[src/rtl/rr_stream_arbiter.sv]
// Round-robin arbiter sharing one registered valid/ready output among N_REQ requesters.
// Define RR_STREAM_ARBITER_PKTLOCK_EN to hold the grant until the beat marked last.
module rr_stream_arbiter #(
  parameter int N_REQ  = 4,
  parameter int DATA_W = 8
) (
  input  logic                    i_clk,
  input  logic                    i_rst,
  input  logic [N_REQ-1:0]        i_req_valid,
  output logic [N_REQ-1:0]        o_req_ready,
  input  logic [N_REQ*DATA_W-1:0] i_req_data,
  input  logic [N_REQ-1:0]        i_req_last,
  output logic                    o_dn_valid,
  input  logic                    i_dn_ready,
  output logic [DATA_W-1:0]       o_dn_data,
  output logic [$clog2(N_REQ)-1:0] o_dn_id,
  output logic                    o_dn_last
);
  localparam int ID_W = $clog2(N_REQ);
  localparam int PW   = ID_W + 1;

  logic [N_REQ-1:0][DATA_W-1:0] req_data;
  logic [N_REQ-1:0]             eligible;
  logic [ID_W-1:0]              ptr_q, gnt_id, ptr_nxt;
  logic [PW-1:0]                idx;
  logic                         gnt_vld, ld, accept, sel_last, ptr_upd;

  assign req_data = i_req_data;
  assign ld       = !o_dn_valid | i_dn_ready;
  assign accept   = ld & gnt_vld & !i_rst;
  assign sel_last = i_req_last[gnt_id];
  assign o_req_ready = accept ? (N_REQ'(1) << gnt_id) : '0;
  assign ptr_nxt  = (gnt_id == ID_W'(N_REQ-1)) ? '0 : gnt_id + 1'b1;

  // Rotating search starting at ptr; index folded back into 0..N_REQ-1.
  always_comb begin
    gnt_vld = 1'b0;
    gnt_id  = '0;
    idx     = '0;
    for (int i = 0; i < N_REQ; i++) begin
      idx = {1'b0, ptr_q} + PW'(i);
      if (idx >= PW'(N_REQ)) idx = idx - PW'(N_REQ);
      if (!gnt_vld && eligible[idx[ID_W-1:0]]) begin
        gnt_vld = 1'b1;
        gnt_id  = idx[ID_W-1:0];
      end
    end
  end

`ifdef RR_STREAM_ARBITER_PKTLOCK_EN
  typedef enum logic {OPEN, LOCKED} state_t;
  state_t          state_q, state_d;
  logic [ID_W-1:0] lock_id_q, lock_id_d;

  // Kept apart from the FSM process: eligible feeds the grant that the FSM consumes.
  always_comb begin
    eligible = i_req_valid;
    if (state_q == LOCKED) eligible = i_req_valid & (N_REQ'(1) << lock_id_q);
  end

  always_ff @(posedge i_clk) begin
    if (i_rst) begin
      state_q   <= OPEN;
      lock_id_q <= '0;
    end else begin
      state_q   <= state_d;
      lock_id_q <= lock_id_d;
    end
  end

  always_comb begin
    state_d   = state_q;
    lock_id_d = lock_id_q;
    ptr_upd   = accept;
    case (state_q)
      OPEN: if (accept && !sel_last) begin
        state_d   = LOCKED;
        lock_id_d = gnt_id;
        ptr_upd   = 1'b0;
      end
      LOCKED: if (accept) begin
        if (sel_last) state_d = OPEN;
        else          ptr_upd = 1'b0;
      end
      default: state_d = OPEN;
    endcase
  end
`else
  assign eligible = i_req_valid;
  assign ptr_upd  = accept;
`endif

  always_ff @(posedge i_clk) begin
    if (i_rst) begin
      ptr_q      <= '0;
      o_dn_valid <= 1'b0;
      o_dn_data  <= '0;
      o_dn_id    <= '0;
      o_dn_last  <= 1'b0;
    end else begin
      if (ptr_upd) ptr_q <= ptr_nxt;
      if (ld) begin
        o_dn_valid <= accept;
        if (accept) begin
          o_dn_data <= req_data[gnt_id];
          o_dn_id   <= gnt_id;
          o_dn_last <= sel_last;
        end
      end
    end
  end
endmodule

[config.mk]
export PLATFORM = sky130hd
export DESIGN_NAME = rr_stream_arbiter
export DESIGN_NICKNAME = d
export VERILOG_FILES = /design/src/rtl/rr_stream_arbiter.sv
export SDC_FILE = /design/constraint.sdc
export NUM_CORES = 1
export LEC_CHECK = 0
export ABC_AREA = 1
export CORE_MARGIN = 2
export CORE_UTILIZATION = 44
export CTS_CLUSTER_SIZE = 8
export DETAILED_ROUTE_END_ITERATION = 16
export GPL_TIMING_DRIVEN = 0
export PLACE_DENSITY = 0.95
export REMOVE_ABC_BUFFERS = 1
export SLEW_MARGIN = 20
export SYNTH_ARGS = -nofsm -noshare
export SYNTH_HDL_FRONTEND = slang
export SYNTH_SLANG_ARGS = --single-unit
[constraint.sdc]
create_clock -name i_clk -period 4.4 [get_ports i_clk]
set_clock_uncertainty 0.15 [all_clocks]
set_input_delay 0.66 -clock i_clk [delete_from_list [all_inputs] [get_ports i_clk]]
set_output_delay 0.66 -clock i_clk [all_outputs]
set_load 0.05 [all_outputs]
; Yosys cells after proc, flatten, opt, wreduce, memory -nomap -nowiden
; Cells that the tools add are included.
; W data, S select, Z words.
[totals]
ff_bits = 14
out_inout_bits = 16
[classes]
addsub = 8
n_lt_le_gt_ge = 9
n_eq_ne = 1
n_shift = 1
muxes = 26
bitwise = 3
reduce_logical = 9
[op_table]
columns = cell, count
row1 = $mux W2, 9
row2 = $bmux W8 S2, 1
row3 = $lt A2 B3 Y1 const B, 5
row4 = $bmux W1 S2, 5
row5 = $ge A3 B3 Y1 const B, 3
row6 = $mux W1, 9
row7 = $mux W8, 1
row8 = $sub A2 B1 Y2 const B, 4
row9 = $add A2 B2 Y3 const B, 2
row10 = $logic_not A1 Y1, 5
row11 = $mux W4, 1
row12 = $shl A1 B2 Y4 const A, 1
row13 = $add A2 B1 Y3 const B, 1
row14 = $ge A2 B3 Y1 const B, 1
row15 = $logic_and A1 B1 Y1, 3
row16 = $add A2 B1 Y2 const B, 1
row17 = $and A1 B1 Y1, 2
row18 = $eq A2 B2 Y1 const B, 1
row19 = $reduce_and A2 Y1, 1
row20 = $or A1 B1 Y1, 1

; Longest topological paths before layout
; Gate-level depths: netlist (run 1).
[logic_depth]
depth_word = 17
mapped_depth = 16

; Worst setup path before layout (run 1)
; No wires, ideal clock.
[synth_path]
path_type = input to output
from = in i_req_valid[3]
to = out o_req_ready[3]
arrival_ps = 2197
t_required_ps = 3590
slack_ps = 1393
path_stages = 11
n_path_buf = 1
path_cell_list = inv_1 -> nand2_1 -> nand3_1 -> nand2_2 -> nor2_4 -> nand3_2 -> nand3_2 -> inv_1 -> buf_2 -> nand2_1 -> nor2_1
[synth_between]
elab_chain_len = 15
word_cells_on_any_way = 26
cone_classes = shift (1) / mux (17) / bitwise (2) / reduce/logical (6)
[synth_lines]
columns = item, line
row1 = "start, declared", 9  ; input logic [N_REQ-1:0] i_req_valid,
row2 = $bmux W1 S2, 43  ; if (!gnt_vld && eligible[idx[ID_W-1:0]]) begin
row3 = $mux W1 (implied by the code), 43
row4 = $mux W1, 43
row5 = $logic_not A1 Y1, 43
row6 = $logic_and A1 B1 Y1, 43
row7 = $mux W1, 43
row8 = $logic_not A1 Y1, 43
row9 = $logic_and A1 B1 Y1, 43
row10 = $mux W1, 43
row11 = $logic_not A1 Y1, 43
row12 = $logic_and A1 B1 Y1, 43
row13 = $mux W1, 43
row14 = $and A1 B1 Y1 (2 in a row), 30  ; assign accept = ld & gnt_vld & !i_rst;
row15 = $mux W4 *, 32  ; assign o_req_ready = accept ? (N_REQ'(1) << gnt_id) : '0;
row16 = "end, declared", 10  ; output logic [N_REQ-1:0] o_req_ready,
; Every way passes the cells marked *; elsewhere a longest branch is shown, timed or not. The select of a mux whose other input is x is not followed.

; Worst setup path in the final report (run 1)
[layout_path]
from = in i_req_valid[1]
to = out o_req_ready[3]
; The elaborated chain is that of the path after synthesis.

==> results of run 1 <==
==> cells in the final DEF (no fill, tap or decap) <==
cell type and instances:
a21oi_1 3, a31oi_1 1, clkbuf_4 3, clkdlybuf4s50_1 54
clkinvlp_4 1, dfxtp_1 14, dlygate4sd2_1 2, dlymetal6s2s_1 2
inv_1 13, inv_2 4, nand2_1 116, nand2_2 4
nand2_4 1, nand3_1 18, nand3_4 4, nand4_1 18
nor2_1 8, nor2_4 1, o21ai_0 1
==> worst max-delay path, cell delays in order <==
cell,delay (ns)
clkdlybuf4s50_1,0.48
inv_1,0.06
nand2_1,0.07
nand3_1,0.08
nand2_1,0.13
inv_1,0.09
nand3_4,0.25
nand3_4,0.24
clkinvlp_4,0.23
nand2_1,0.10
nor2_1,0.13
dlygate4sd2_1,0.54
==> layer usage <==
metal,up-vias,share of wire [%],wire length (um)
met2,79,48,1590
met3,9,8.5,282
met1,680,42,1390
met5,-,0,0
met4,0,1.7,57
li1,798,-,-
==> cell type report <==
| class | instances | area, um2 | area share, % |
|---|---|---|---|
| multi-input cells | 175 | 812 | 44.9 |
| repair buffers | 58 | 583 | 32.2 |
| flip-flops and latches | 14 | 280 | 15.5 |
| inverters | 18 | 71.3 | 3.94 |
| well taps | 31 | 38.8 | 2.15 |
| clock buffers | 3 | 22.5 | 1.25 |
==> cell families (layout without fill, tap and decap cells) <==
group | Yosys count | after routing | synth area share [%]
flip-flops | 14 | 14 | 23.0
buffers and inverters | 30 | 79 | 12.3
AO/OA/AOI/OAI | 5 | 5 | 2.15
AND/OR/NAND/NOR | 170 | 170 | 62.6
==> power breakdown <==
group | internal [mW] | switching [mW]
registers | 0.176 | 0.0430
clock network | 0.0317 | 0.0384
logic | 0.388 | 0.856
==> Yosys cell counts, drive strengths merged <==
library cell	instances	share of area, %
clkbuf	1	0.31
o21ai	1	0.41
nor2	9	3.4
nand3	22	11
inv	18	5.5
nand4	18	9.2
buf	11	6.5
a31oi	1	0.51
nand2	121	39
dfxtp	14	23
a21oi	3	1.2
==> flip-flops by register name, summed over array words and instances, names as in the netlist <==
signal      cells
o_dn_valid      1
o_dn_id         2
o_dn_last       1
ptr_q           2
o_dn_data       8
==> through the flow <==
step / area, um2 / std cells
2_1_floorplan: 1140 / 207
3_3_place_gp: 1760 / 296
3_5_place_dp: 1760 / 296
4_1_cts: 1780 / 299
5_1_grt: 1810 / 299
6_report: 1810 / 299
==> timing repair <==
action | in CTS | in global routing
hold endpoints to repair | 0 | 0
resized for setup | 3 | 6
setup endpoints to repair | 3 | 4
==> final timing paths <==
kind,startpoint,endpoint,slack (ns),cells past startpoint
worst min-delay path,o_dn_id[1],o_dn_id[1],0.32,2
worst max-delay path,i_req_valid[1],o_req_ready[3],0.52,12
worst min register to register,o_dn_id[1],o_dn_id[1],0.32,2
worst max register to register,ptr_q[0],ptr_q[1],1.79,13
==> run metrics, run 1 <==
H-Tree Depth=1; row count=19; Most Crowded Layer GR=met2; Slew @ Worst Pin=0.524 ns; core area=2690 um2; pre-CTS setup slack=-0.0757 ns; Routed WL=3330 um; mean area per synthesized cell=5.57 um2; CTS Buf Count=3; largest net degree at the start of global routing=23; critical path fanouts, max=21; Final Util=approximately 67%; met3 global-route usage=around 6%; crit end category=output port; GR Layer Usage met2=about two fifths; Initial DRC Count=44; post-DP HPWL=about 2400 um; Post-Syn Instances=around 220; initial antenna violation count=0; MaxCap Viol Count=0; Fin Hold WS=0.320 ns; final hold viol count=0; Root Driver=clkbuf_4; Ys Warns=0; leakage power=~0.97 nW; Port Buffer Count=just under 60; Area growth, synth to finish=48.2%; routing usage on met1=between 20% and 30%; unrepaired setup endpoints after global routing=false; outcome=finished, final reports clean; Longest Clk Path Bufs=2; Fillers=250; starting density of the core=45.4%; Boundary Pins=between 50 and 60; GRT Overall Usage=a little over a fifth; die area=about 3200 um2; Final setup viols=0; Clock transition at path regs=approximately 0.08 ns; Nets=between 300 and 400; clk_lat worst skew=between 0.2 and 0.3 ns; CTS tree=built; vias per cell=roughly 5.2; Power, Total=approximately 1.5 mW; global-route wire length before repair=5550 um; Routed WL per cell=roughly 11 um; DR pass1 iterations=4; worst vdd ir=between 0.0006 and 0.0007 V; Die X=around 57 um; vias in the first global route=around 1400; fin. max-slew vios=0; period utilisation layout=around 90%; n_diodes=0; # DRC=0; GPL Wtd Cong=0.860; CP startpoint kind=input port; ANT nets after route=0; layout cell share with drive strength beyond 1=6.72%; clock period minus worst slack=3.88 ns; post-CTS setup buffers=0; CTS Hold Bufs=0; Min-Delay Path Class=reg -> reg; Post-Syn Area=1220 um2; height of the chip=between 50 and 60 um; Max-slew headroom=about 65%; CTS Sinks=14; Cell Pwr Density=848 nW/um2; post-synthesis sequential area ratio=between 20% and 30%; Yosys cell types=19; vias=~1600; WP data required=approximately 3.6 ns; maximum clock rate=258 MHz; critical path type=in -> out; FF+latch count, synth=14; setup TNS=0 ns; Crit path arrival time=slightly above 3 ns; gr ovfl total=0; Final WS setup=0.519 ns
No activity file was read; power rests on OpenSTA's default activity.
==> inputs of run 2 (changes only) <==
--- a/config.mk
+++ b/config.mk
@@ -6,6 +6,7 @@
 export NUM_CORES = 1
 export LEC_CHECK = 0
 export ABC_AREA = 1
+export CORE_ASPECT_RATIO = 2
 export CORE_MARGIN = 2
 export CORE_UTILIZATION = 44
 export CTS_CLUSTER_SIZE = 8
==> run metrics, run 2 (synthesized netlist as in run 1, its figures left out) <==
outcome=finished, final reports clean; Clock transition at path regs=0.06 ns (-0.02 ns); Net Sw Frac=59.6% (-1.5 points); largest net degree at the start of global routing=23 (unchanged); height of the chip=78.5 um (+38%); max reg flops=8 (unchanged); Longest Clk Path Bufs=2 (unchanged); part of the power in registers=13.7% (-0.6 points); worst vdd ir=0.000644 V (+5.3%); slowest cell on the critical path=clkdlybuf4s50_1; leakage power=0.976 nW (+1.1%); R2R setup slack=1.76 ns (-0.03 ns); GPL Wtd Cong=0.833 (-3.1%); H-Tree Depth=1 (unchanged); GRT Overall Usage=24.3% (+2.8 points); crit end category=output port; Clock Power Share=8.1% (+3.5 points); WP data required=3.59 ns (about the same); Boundary Pins=59 (unchanged); period utilisation layout=95.1% (+6.9 points); crit-path cells=clkdlybuf4s50_1, inv_1, nand2_1, nand2_1, nor2_1, nor2_1, nand3_4, nand3_4, clkinvlp_4, nand3_1, inv_1, clkdlybuf4s50_1; CTS Sinks=14 (unchanged); Reg2Reg Capture Point=ptr_q[1]; Final WS setup=0.214 ns (-0.305 ns); min-delay src=o_dn_id[1]; CP delay by family, top=buffers and inverters; fin area=1840 um2 (+1.7%); Slew @ Worst Pin=0.560 ns (+0.0367 ns); vias=1534 (-2.0%); Die X=41.2 um (-27%); clock period minus worst slack=4.19 ns (+0.305 ns); worst path bufs/invs=5 (unchanged); largest registers=o_dn_data: 8 flops, o_dn_id: 2 flops, ptr_q: 2 flops; core area=2700 um2 (+0.61%); critical path fanouts, max=21 (unchanged); Final Util=68.1% (+0.75 points); Final Non-Filler Cells=298 (-0.33%); CP startpoint kind=input port; Min-Delay Path Class=reg -> reg; fin. max-slew vios=0 (unchanged); CTS tree=built; pre-CTS setup slack=-0.157 ns (-0.0810 ns); clk_lat worst skew=0.25 ns (-0.02 ns); MaxCap Viol Count=0 (unchanged); Crit path arrival time=3.38 ns (+0.31 ns); post-DP HPWL=2580 um (+6.1%); final hold viol count=0 (unchanged); die area=3240 um2 (+0.79%); Internal=0.645 mW (+8.4%); Hold EP=o_dn_id[1]; unrepaired setup endpoints after global routing=false; Power, Total=1.60 mW (+4.3%); initial antenna violation count=0 (unchanged); post-CTS setup buffers=0 (unchanged); Worst path max stage delay=0.79 ns (+0.25 ns); critical path type=in -> out; Top reg by flops=o_dn_data; most common cell after layout, fill and taps aside=nand2_1; dpl cells=294 (-0.68%); Max-slew headroom=62.5% (-2.5 points); Routed WL=3520 um (+5.7%); starting density of the core=45.1% (-0.27 points); Cell Pwr Density=869 nW/um2 (+2.5%); critical path depth=12 (unchanged); global-route wire length before repair=5590 um (+0.76%); vias per cell=5.15 (-1.7%); Root Driver=clkbuf_8; CTS Buf Count=3 (unchanged); DR pass1 iterations=4 (unchanged); vias in the first global route=1375 (-2.1%); gr ovfl total=0 (unchanged); switching power=0.953 mW (+1.7%); # DRC=0 (unchanged); n_diodes=0 (unchanged); Gate power share=78.2% (-2.9 points); Final setup viols=0 (unchanged); Routed WL per cell=11.8 um (+6.0%); maximum clock rate=239 MHz (-7.3%); layout cell share with drive strength beyond 1=7.06% (+0.35 points); worst r2r src=ptr_q[0]; ANT nets after route=0 (unchanged); Nets=313 (unchanged); Port Buffer Count=58 (unchanged); commonest non-fill, non-tap cells in the layout=116 x nand2_1, 55 x clkdlybuf4s50_1, 18 x nand3_1, 18 x nand4_1, 14 x dfxtp_1; row count=27 (+8); Reg2Reg Depth=13 (unchanged); WHS Path Cells=2 (unchanged); Area growth, synth to finish=50.8%; Placed Instance Area=1750 um2 (-0.14%); Initial DRC Count=43 (-2.3%)
## run 2: stage by stage
stage                     TNS [ns]  hold WS (ns)
after floorplan                  0         0.444
after global placement      -0.257         0.308
after detailed placement    -0.313         0.310
after CTS                   -0.101         0.319
after global routing             0         0.345
final                            0         0.317
## run 2: power by group through the flow
stage	registers, mW	logic [mW]	clock network (mW)
6_report	0.219	1.25	0.129
5_1_grt	0.224	1.39	0.134
4_1_cts	0.218	1.22	0.130
3_5_place_dp	0.220	1.21	0
3_3_place_gp	0.217	1.20	0
2_1_floorplan	0.338	0.781	0
## run 2: repair_timing
action                     in CTS  in global routing
setup endpoints to repair       3                  4
gates resized for setup         2                  6
hold buffers                    0                  0
pin swaps                       0                  0
## run 2: how the worst max path moves through the flow
| stage | from | slack, ns | to |
|---|---|---|---|
| after floorplan | i_req_valid[3] | 1.06 | o_req_ready[3] |
| after global placement | i_req_valid[1] | -0.13 | o_req_ready[3] |
| after detailed placement | i_req_valid[0] | -0.16 | o_req_ready[3] |
| after CTS | i_req_valid[3] | -0.06 | o_req_ready[2] |
| after global routing | i_req_valid[1] | 0.003 | o_req_ready[2] |
| final | i_req_valid[2] | 0.21 | o_req_ready[2] |
## run 2: layer usage
layer  track usage [%]  part of all wire, %
met1              22.6                   36
met2              46.3                   58
met4              10.6                  2.0
met3              2.54                  3.4
met5                 0                    0
## run 2: final cells by class
| class | instances | area (um2) |
|---|---|---|
| well taps | 29 | 36.3 |
| fillers | 235 | 863 |
| repair buffers | 58 | 584 |
| inverters | 18 | 71.3 |
| clock buffers | 4 | 55.1 |
| multi-input cells | 175 | 812 |
| flip-flops and latches | 14 | 280 |
## run 2: worst reg2reg max path: stages, from the launching register on
cell and delay, ns:
dfxtp_1 0.59, inv_2 0.19, nand2_1 0.11, nand2_2 0.09, nand2_1 0.07, nand2_1 0.08, nor2_4 0.14, nand3_4 0.25
nand3_4 0.27, clkinvlp_4 0.27, nand3_1 0.15, nand3_1 0.09, nand2_1 0.06, inv_1 0.04
==> inputs of run 3 (changes only) <==
--- a/config.mk
+++ b/config.mk
@@ -6,13 +6,13 @@
 export NUM_CORES = 1
 export LEC_CHECK = 0
 export ABC_AREA = 1
-export CORE_ASPECT_RATIO = 2
+export CORE_ASPECT_RATIO = 0.6
 export CORE_MARGIN = 2
-export CORE_UTILIZATION = 44
+export CORE_UTILIZATION = 30
 export CTS_CLUSTER_SIZE = 8
 export DETAILED_ROUTE_END_ITERATION = 16
 export GPL_TIMING_DRIVEN = 0
-export PLACE_DENSITY = 0.95
+export PLACE_DENSITY = 0.72
 export REMOVE_ABC_BUFFERS = 1
 export SLEW_MARGIN = 20
 export SYNTH_ARGS = -nofsm -noshare
==> run metrics, run 3 (synthesized netlist as in run 1, its figures left out) <==
outcome=finished, final reports clean; max reg flops=8 (unchanged); Top reg by flops=o_dn_data; Placed Instance Area=1780 um2 (+1.3%); ANT nets after route=0 (unchanged); leakage power=0.955 nW (-2.2%); GRT Overall Usage=16.9% (-7.5 points); Cell Pwr Density=863 nW/um2 (-0.70%); initial antenna violation count=0 (unchanged); H-Tree Depth=1 (unchanged); final hold viol count=0 (unchanged); worst r2r src=ptr_q[0]; Final setup viols=0 (unchanged); unrepaired setup endpoints after global routing=false; global-route wire length before repair=6050 um (+8.3%); critical path type=in -> out; height of the chip=53.4 um (-32%); core area=3790 um2 (+40%); CTS tree=built; vias per cell=4.75 (-7.8%); Max-slew headroom=65.3% (+2.8 points); CP startpoint kind=input port; crit end category=output port; Initial DRC Count=70 (+63%); launch point of the worst path=i_req_valid[0]; maximum clock rate=238 MHz (-0.25%); R2R setup slack=1.73 ns (-0.03 ns); clk_lat worst skew=0.24 ns (about the same); Clock transition at path regs=0.05 ns (about the same); clock period minus worst slack=4.20 ns (+0.0104 ns); post-DP HPWL=2710 um (+5.0%); Final Util=49.0% (-19 points); Routed WL=3780 um (+7.6%); Crit path arrival time=3.39 ns (about the same); Longest Clk Path Bufs=2 (unchanged); CTS Buf Count=3 (unchanged); vias in the first global route=1336 (-2.8%); WHS Path Cells=2 (unchanged); n_diodes=0 (unchanged); Routed WL per cell=12.0 um (+1.8%); # DRC=0 (unchanged); Min-Delay Path Class=reg -> reg; row count=17 (-37%); Fillers=413 (+76%); Power, Total=1.60 mW (+0.11%); Boundary Pins=59 (unchanged); Area growth, synth to finish=52.0%; Reg2Reg Capture Point=ptr_q[1]; most common cell after layout, fill and taps aside=nand2_1; GPL Wtd Cong=0.802 (-3.8%); fin. max-slew vios=0 (unchanged); min-delay src=o_dn_data[7]; DR pass1 iterations=4 (unchanged); WP data required=3.59 ns (about the same); Hold EP=o_dn_data[7]; CTS Sinks=14 (unchanged); vias=1495 (-2.5%); die area=4610 um2 (+42%); period utilisation layout=95.4% (+0.24 points); layout cell share with drive strength beyond 1=7.09% (+0.026 points); Slew @ Worst Pin=0.518 ns (-0.0419 ns); largest registers=o_dn_data: 8 flops, o_dn_id: 2 flops, ptr_q: 2 flops; Port Buffer Count=58 (unchanged); Nets=313 (unchanged); Die X=86.3 um (+110%); largest net degree at the start of global routing=23 (unchanged); starting density of the core=32.2% (-13 points); Reg2Reg Depth=13 (unchanged); setup TNS=0 ns (unchanged); fin area=1850 um2 (+0.82%); worst vdd ir=0.000543 V (-16%); Root Driver=clkbuf_8; commonest non-fill, non-tap cells in the layout=116 x nand2_1, 56 x clkdlybuf4s50_1, 18 x nand4_1; critical path fanouts, max=21 (unchanged); gr ovfl total=0 (unchanged); MaxCap Viol Count=0 (unchanged)
## run 3: metrics by stage
stage	instances	hold WS, ns	setup slack [ns]
detailed placement	312	0.315	-0.194
finish	315	0.319	0.204
global placement	312	0.309	-0.197
floorplan	207	0.444	1.06
CTS	315	0.324	0.0270
global route	315	0.334	0.0285
## run 3: power breakdown
group	internal, mW	total, mW	switching (mW)
registers	0.177	0.220	0.0436
clock network	0.0606	0.104	0.0436
logic	0.394	1.28	0.882
## run 3: final cells by class
class | count | area (um2) | area share, %
clock buffer | 3 | 41.3 | 2.23
inverter | 18 | 75.1 | 4.05
multi-input combinational | 175 | 817 | 44.1
sequential | 14 | 280 | 15.1
tap | 47 | 58.8 | 3.17
timing repair buffer | 58 | 582 | 31.4
## run 3: worst max path at each step
stage	end	depth (start not counted)	slack [ns]
4_1_cts	o_req_ready[1]	12	0.03
3_3_place_gp	o_req_ready[3]	12	-0.20
3_5_place_dp	o_req_ready[3]	12	-0.19
2_1_floorplan	o_req_ready[3]	10	1.06
5_1_grt	o_req_ready[2]	12	0.03
6_report	o_req_ready[2]	12	0.20
## run 3: critical path, cell delays in order
cell and delay (ns):
clkdlybuf4s50_1 0.49, inv_1 0.07, nand2_1 0.08, nand3_1 0.07, nand2_1 0.14, inv_1 0.10
nand3_4 0.26, nand3_4 0.26, clkinvlp_4 0.26, nand3_1 0.12, inv_1 0.07, clkdlybuf4s50_1 0.79
## run 3: timing repair
| item | in CTS | in global routing |
|---|---|---|
| hold buffers | 0 | 0 |
| buffers inserted | 0 | 0 |
| gates resized for setup | 5 | 3 |
| setup endpoints to repair | 4 | 3 |
| cloned | 0 | 0 |
## run 3: metal layers
| metal | part of all wire, % | track usage (%) | wire, um |
|---|---|---|---|
| met4 | 0.32 | 3.39 | 12 |
| met1 | 51 | 22.9 | 1910 |
| met3 | 8.0 | 5.93 | 301 |
| met5 | 0 | 0 | 0 |
| met2 | 41 | 25.8 | 1560 |
